### config.mk
export PLATFORM = sky130hd
export DESIGN_NAME = sync_fifo_param
export DESIGN_NICKNAME = d
export VERILOG_FILES = /design/src/rtl/fifo_pkg.sv /design/src/rtl/fifo_mem.sv /design/src/rtl/sync_fifo_param.sv
export SDC_FILE = /design/constraint.sdc
export NUM_CORES = 1
export LEC_CHECK = 0
export CAP_MARGIN = 20
export CORE_ASPECT_RATIO = 0.8
export CORE_MARGIN = 2
export CORE_UTILIZATION = 40
export DETAILED_ROUTE_END_ITERATION = 8
export PLACE_DENSITY = 0.63
export SETUP_SLACK_MARGIN = 0.3
export SLEW_MARGIN = 20
export SYNTH_ARGS = -nofsm -noshare
export SYNTH_HDL_FRONTEND = slang
export SYNTH_SLANG_ARGS = --single-unit
### constraint.sdc
create_clock -name clk -period 3.3 [get_ports clk]
set_input_delay 0.66 -clock clk [delete_from_list [all_inputs] [get_ports clk]]
set_output_delay 0.66 -clock clk [all_outputs]
set_load 0.005 [all_outputs]
### src/rtl/fifo_pkg.sv
// Shared defaults and elaboration helpers for the synchronous FIFO family.
package fifo_pkg;

    localparam int DEF_WIDTH    = 8;
    localparam int DEF_ADDR_W   = 4;
    localparam int DEF_AE_LEVEL = 2;
    localparam bit DEF_BYPASS   = 1'b1;

    function automatic int clog2(input int n);
        int r;
        r = 0;
        while ((1 << r) < n) begin
            r++;
        end
        return r;
    endfunction

    // Almost-full defaults to two entries short of a full memory.
    function automatic int def_af_level(input int addr_w);
        return (1 << addr_w) - 2;
    endfunction

endpackage

### src/rtl/fifo_mem.sv
// FIFO storage: one synchronous write port, one asynchronous read port, no reset.
module fifo_mem
    import fifo_pkg::*;
#(
    parameter int WIDTH = DEF_WIDTH,
    parameter int DEPTH = 1 << DEF_ADDR_W,
    localparam int AW   = clog2(DEPTH)
) (
    input  logic             clk,
    input  logic             we,
    input  logic [AW-1:0]    waddr,
    input  logic [WIDTH-1:0] wdata,
    input  logic [AW-1:0]    raddr,
    output logic [WIDTH-1:0] rdata
);

    logic [WIDTH-1:0] mem_reg [DEPTH];

    always_ff @(posedge clk) begin
        if (we) begin
            mem_reg[waddr] <= wdata;
        end
    end

    assign rdata = mem_reg[raddr];

endmodule

### src/rtl/sync_fifo_param.sv
// Show-ahead synchronous FIFO with wrap-bit pointers, almost flags, sticky
// error flags and optional empty-FIFO cut-through.
module sync_fifo_param
    import fifo_pkg::*;
#(
    parameter int WIDTH    = DEF_WIDTH,
    parameter int ADDR_W   = DEF_ADDR_W,
    parameter int AF_LEVEL = def_af_level(ADDR_W),
    parameter int AE_LEVEL = DEF_AE_LEVEL,
    parameter bit BYPASS   = DEF_BYPASS
) (
    input  logic              clk,
    input  logic              rst,
    input  logic              clr,
    input  logic              wEn,
    input  logic [WIDTH-1:0]  dIn,
    input  logic              rEn,
    output logic [WIDTH-1:0]  dOut,
    output logic              full,
    output logic              empty,
    output logic              almostFull,
    output logic              almostEmpty,
    output logic [ADDR_W:0]   count,
    output logic              overflow,
    output logic              underflow
);

    localparam int              DEPTH   = 1 << ADDR_W;
    localparam logic [ADDR_W:0] PTR_ONE = {{ADDR_W{1'b0}}, 1'b1};
    localparam logic [ADDR_W:0] AF_CNT  = (ADDR_W+1)'(AF_LEVEL);
    localparam logic [ADDR_W:0] AE_CNT  = (ADDR_W+1)'(AE_LEVEL);

    generate
        if (ADDR_W < 1 || AE_LEVEL >= AF_LEVEL || AF_LEVEL > DEPTH) begin : g_bad_params
            $error("sync_fifo_param: illegal parameters ADDR_W=%0d AF_LEVEL=%0d AE_LEVEL=%0d",
                   ADDR_W, AF_LEVEL, AE_LEVEL);
        end
    endgenerate

    logic [ADDR_W:0]  wptr_reg, wptr_next;
    logic [ADDR_W:0]  rptr_reg, rptr_next;
    logic             ovf_reg, ovf_next;
    logic             udf_reg, udf_next;
    logic             bypass_hit, rd_ok, wr_ok, mem_we;
    logic [WIDTH-1:0] mem_rdata;

    assign empty       = (wptr_reg == rptr_reg);
    assign full        = (wptr_reg[ADDR_W-1:0] == rptr_reg[ADDR_W-1:0]) &&
                         (wptr_reg[ADDR_W] != rptr_reg[ADDR_W]);
    assign count       = wptr_reg - rptr_reg;
    assign almostFull  = (count >= AF_CNT);
    assign almostEmpty = (count <= AE_CNT);
    assign overflow    = ovf_reg;
    assign underflow   = udf_reg;

    // A cut-through transfer consumes the write, so neither pointer moves.
    always_comb begin
        bypass_hit = BYPASS && empty && rEn && wEn;
        rd_ok      = rEn && !empty;
        wr_ok      = wEn && (!full || rEn) && !bypass_hit;
        mem_we     = wr_ok && !clr;
    end

    always_comb begin
        wptr_next = wptr_reg;
        rptr_next = rptr_reg;
        ovf_next  = ovf_reg || (wEn && full && !rEn);
        udf_next  = udf_reg || (rEn && empty && !(BYPASS && wEn));
        if (clr) begin
            wptr_next = '0;
            rptr_next = '0;
            ovf_next  = 1'b0;
            udf_next  = 1'b0;
        end else begin
            if (wr_ok) wptr_next = wptr_reg + PTR_ONE;
            if (rd_ok) rptr_next = rptr_reg + PTR_ONE;
        end
    end

    always_ff @(posedge clk or negedge rst) begin
        if (!rst) begin
            wptr_reg <= '0;
            rptr_reg <= '0;
            ovf_reg  <= 1'b0;
            udf_reg  <= 1'b0;
        end else begin
            wptr_reg <= wptr_next;
            rptr_reg <= rptr_next;
            ovf_reg  <= ovf_next;
            udf_reg  <= udf_next;
        end
    end

    always_comb begin
        dOut = '0;
        if (bypass_hit)  dOut = dIn;
        else if (!empty) dOut = mem_rdata;
    end

    fifo_mem #(
        .WIDTH (WIDTH),
        .DEPTH (DEPTH)
    ) u_mem (
        .clk   (clk),
        .we    (mem_we),
        .waddr (wptr_reg[ADDR_W-1:0]),
        .wdata (dIn),
        .raddr (rptr_reg[ADDR_W-1:0]),
        .rdata (mem_rdata)
    );

endmodule
==> impl_metrics.env <==
export IMPL_status="complete, no violations"
export IMPL_mostFrequentLayoutCells="edfxtp_1 (128), buf_4 (36), mux4_2 (31)"
export IMPL_synth_edff_count=128
export IMPL_fillCellCount=1200
export IMPL_synth_main_ff_cell="edfxtp_1"
export IMPL_setup_violations=0
export IMPL_antenna_left=0
export IMPL_post_route_util_pct=51.9
export IMPL_ios=32
export IMPL_cts_tree="built"
export IMPL_start_kind="flop"
export IMPL_hold_violations=0
export IMPL_ys_seq_elements=140
export IMPL_synthArstFlopShare_pct=8.57
export IMPL_clock_sinks=140
export IMPL_fin_worst_skew_ns=0.00460
export IMPL_antenna_found_initial=0
export IMPL_synth_yosys_seq_area_share_pct=69.3
export IMPL_routabilityCongestion=0.817
export IMPL_end_kind="primary output"
export IMPL_die_area_mm2=0.0159
export IMPL_synth_area_top_cells="edfxtp_1 (64%), mux4_2 (9.0%), dfrtp_1 (5.0%), mux4_1 (3.5%), ha_1 (1.9%)"
export IMPL_cts_root_buf="clkbuf_16"
export IMPL_viasPerCell=5.43
export IMPL_drive_gt1_share_pct=37.3
export IMPL_initial_core_util_pct=41.4
export IMPL_wl_per_cell_um=23.1
export IMPL_rsz0062_at_grt="yes"
export IMPL_grt_first_pass_wirelength_um=20500
export IMPL_worstPathRequired_ns=2.64
export IMPL_largest_reg_flops=128
export IMPL_crit_arrival_ns=2.46
export IMPL_finalCritPeriodShare_pct=94.5
export IMPL_multiInputGateArea_mm2=0.00184
export IMPL_port_buffers=31
export IMPL_syn_avg_cell_area_um2=19.1
export IMPL_synth_top_area_cell="edfxtp_1"
export IMPL_syn_inst=313
export IMPL_grt_ovfl_total=0
export IMPL_powerDensity_mw_per_mm2=728
export IMPL_fp_dieH_um=113
export IMPL_row_count=39
export IMPL_synth_top_area_share_pct=64.3
export IMPL_clk_pin_slew_ns=0.05
export IMPL_clockBufferDepth=2
export IMPL_syn_num_nets=336
export IMPL_ff_latch_area_mm2=0.00415
export IMPL_worstHoldPathType="flop to flop"
export IMPL_cts_buffers=17
export IMPL_first_iter_violations=258
export IMPL_finalSetupTns_ns=0
export IMPL_ys_warnings_count=0
export IMPL_hpwl_um=8690
export IMPL_worstSetupPathType="flop to primary output"
export IMPL_grt_max_degree=19
export IMPL_coreArea_mm2=0.0144
export IMPL_h_tree_depth=4
export IMPL_vias=3223
export IMPL_dieWidth_um=141
export IMPL_grt_total_usage_pct=18.1
export IMPL_netlist_area_mm2=0.00598
export IMPL_area_delta_synth_final_pct=25.4
export IMPL_layout_commonest_cell="edfxtp_1"
export IMPL_drc=0
export IMPL_min_period_ns=3.12
export IMPL_grt_pass1_vias=3285
export IMPL_ir_worst_vdd_v=0.000401
export IMPL_synth_cell_types=44
export IMPL_worst_slew_pin_slew_ns=0.657
export IMPL_wirelength_um=13700
export IMPL_slew_headroom_pct=55.9
export IMPL_n_antenna_cell=0
export IMPL_dr_pass1_iters=4
export IMPL_holdBufCountCts=0
export IMPL_insertion_delay_ns=0.41
export IMPL_p_leak_nw=2.72
export IMPL_fmax_mhz=321
export IMPL_critPathMaxFanout=5
export IMPL_maxCapViolCount=0
export IMPL_drv_slew=0
export IMPL_nNetsFinal=420
[final cells by class]
| type | instances | share of cell area [%] |
|---|---|---|
| clock buffer | 24 | 6.29 |
| sequential | 140 | 55.3 |
| multi-input combinational | 152 | 24.5 |
| timing repair buffer | 77 | 9.43 |
| clock inverter | 8 | 0.901 |
| inverter | 9 | 0.451 |
| tap | 184 | 3.07 |
[report_power, final]
part	internal [mW]	switching [mW]
Clock	1.07	0.677
Sequential	1.98	0.0173
Combinational	0.942	0.772
[stage by stage]
step	total power, mW	std cells	hold WS [ns]	area [µm²]	setup slack [ns]
after detailed placement	3.36	537	0.516	6590	0.133
after CTS	5.42	588	0.525	7470	0.175
final	5.46	594	0.528	7500	0.183
after global placement	3.34	537	0.496	6590	0.221
after floorplan	2.80	313	0.364	5980	0.357
after global routing	5.66	594	0.552	7500	0.160
[cell families (layout without fill, tap and decap cells)]
family / after synthesis / count (layout) / share of synthesized area [%]
buffers and inverters: 21 / 118 / 2.39
adder cells (fa/ha/maj): 10 / 10 / 2.22
AND/OR/NAND/NOR: 44 / 44 / 4.08
flip-flops: 140 / 140 / 69.3
multiplexers: 50 / 50 / 15.7
XOR/XNOR: 12 / 12 / 1.99
AO/OA/AOI/OAI: 36 / 36 / 4.23
[worst max-delay path, stage by stage (launching register included)]
cell and delay [ns]:
dfrtp_2 0.37, buf_12 0.14, ha_4 0.14, inv_2 0.03, fa_2 0.34, a21o_1 0.20
a21oi_2 0.17, xnor2_2 0.10, buf_4 0.18, a211oi_2 0.22, buf_2 0.15
[metal layers]
| metal | up-vias | part of all wire (%) | global-route usage [%] |
|---|---|---|---|
| li1 | 1449 | - | - |
| met2 | 77 | 48 | 28.7 |
| met5 | - | 0 | 0 |
| met1 | 1684 | 46 | 24.8 |
| met4 | 0 | 0.89 | 5.00 |
| met3 | 13 | 5.0 | 5.04 |
[final timing paths]
check                           depth (start not counted)  slack [ns]             endpoint        start
worst max-delay path                                   10        0.18          almostEmpty  rptr_reg[0]
worst min-delay path                                    2        0.53            underflow    underflow
worst max register to register                          9        0.57  u_mem.mem_reg[8][7]  rptr_reg[2]
worst min register to register                          2        0.53            underflow    underflow
max in group asynchronous                               1        2.18          wptr_reg[1]          rst
min in group asynchronous                               1        0.66          wptr_reg[3]          rst
[cells in the mapped netlist, types with 3 or more instances]
cell type and number:
a22oi_1 8, and3_1 16, buf_6 6, clkbuf_1 3
dfrtp_1 12, edfxtp_1 128, ha_1 9, inv_1 8
mux2_2 8, mux2i_1 10, mux4_1 8, mux4_2 24
nor2_1 13, nor2b_1 4, o21ai_0 7, o21ai_1 4
xnor2_1 7, xor2_1 4
[repair_timing]
| action | 4_1_cts | 5_1_grt |
|---|---|---|
| setup buffers | 17 | 6 |
| pin swaps | 9 | 7 |
| gates resized for setup | 81 | 12 |
| cloned | 2 | 0 |
| setup endpoints to repair | 15 | 13 |
No activity file was read; power rests on OpenSTA's default activity.
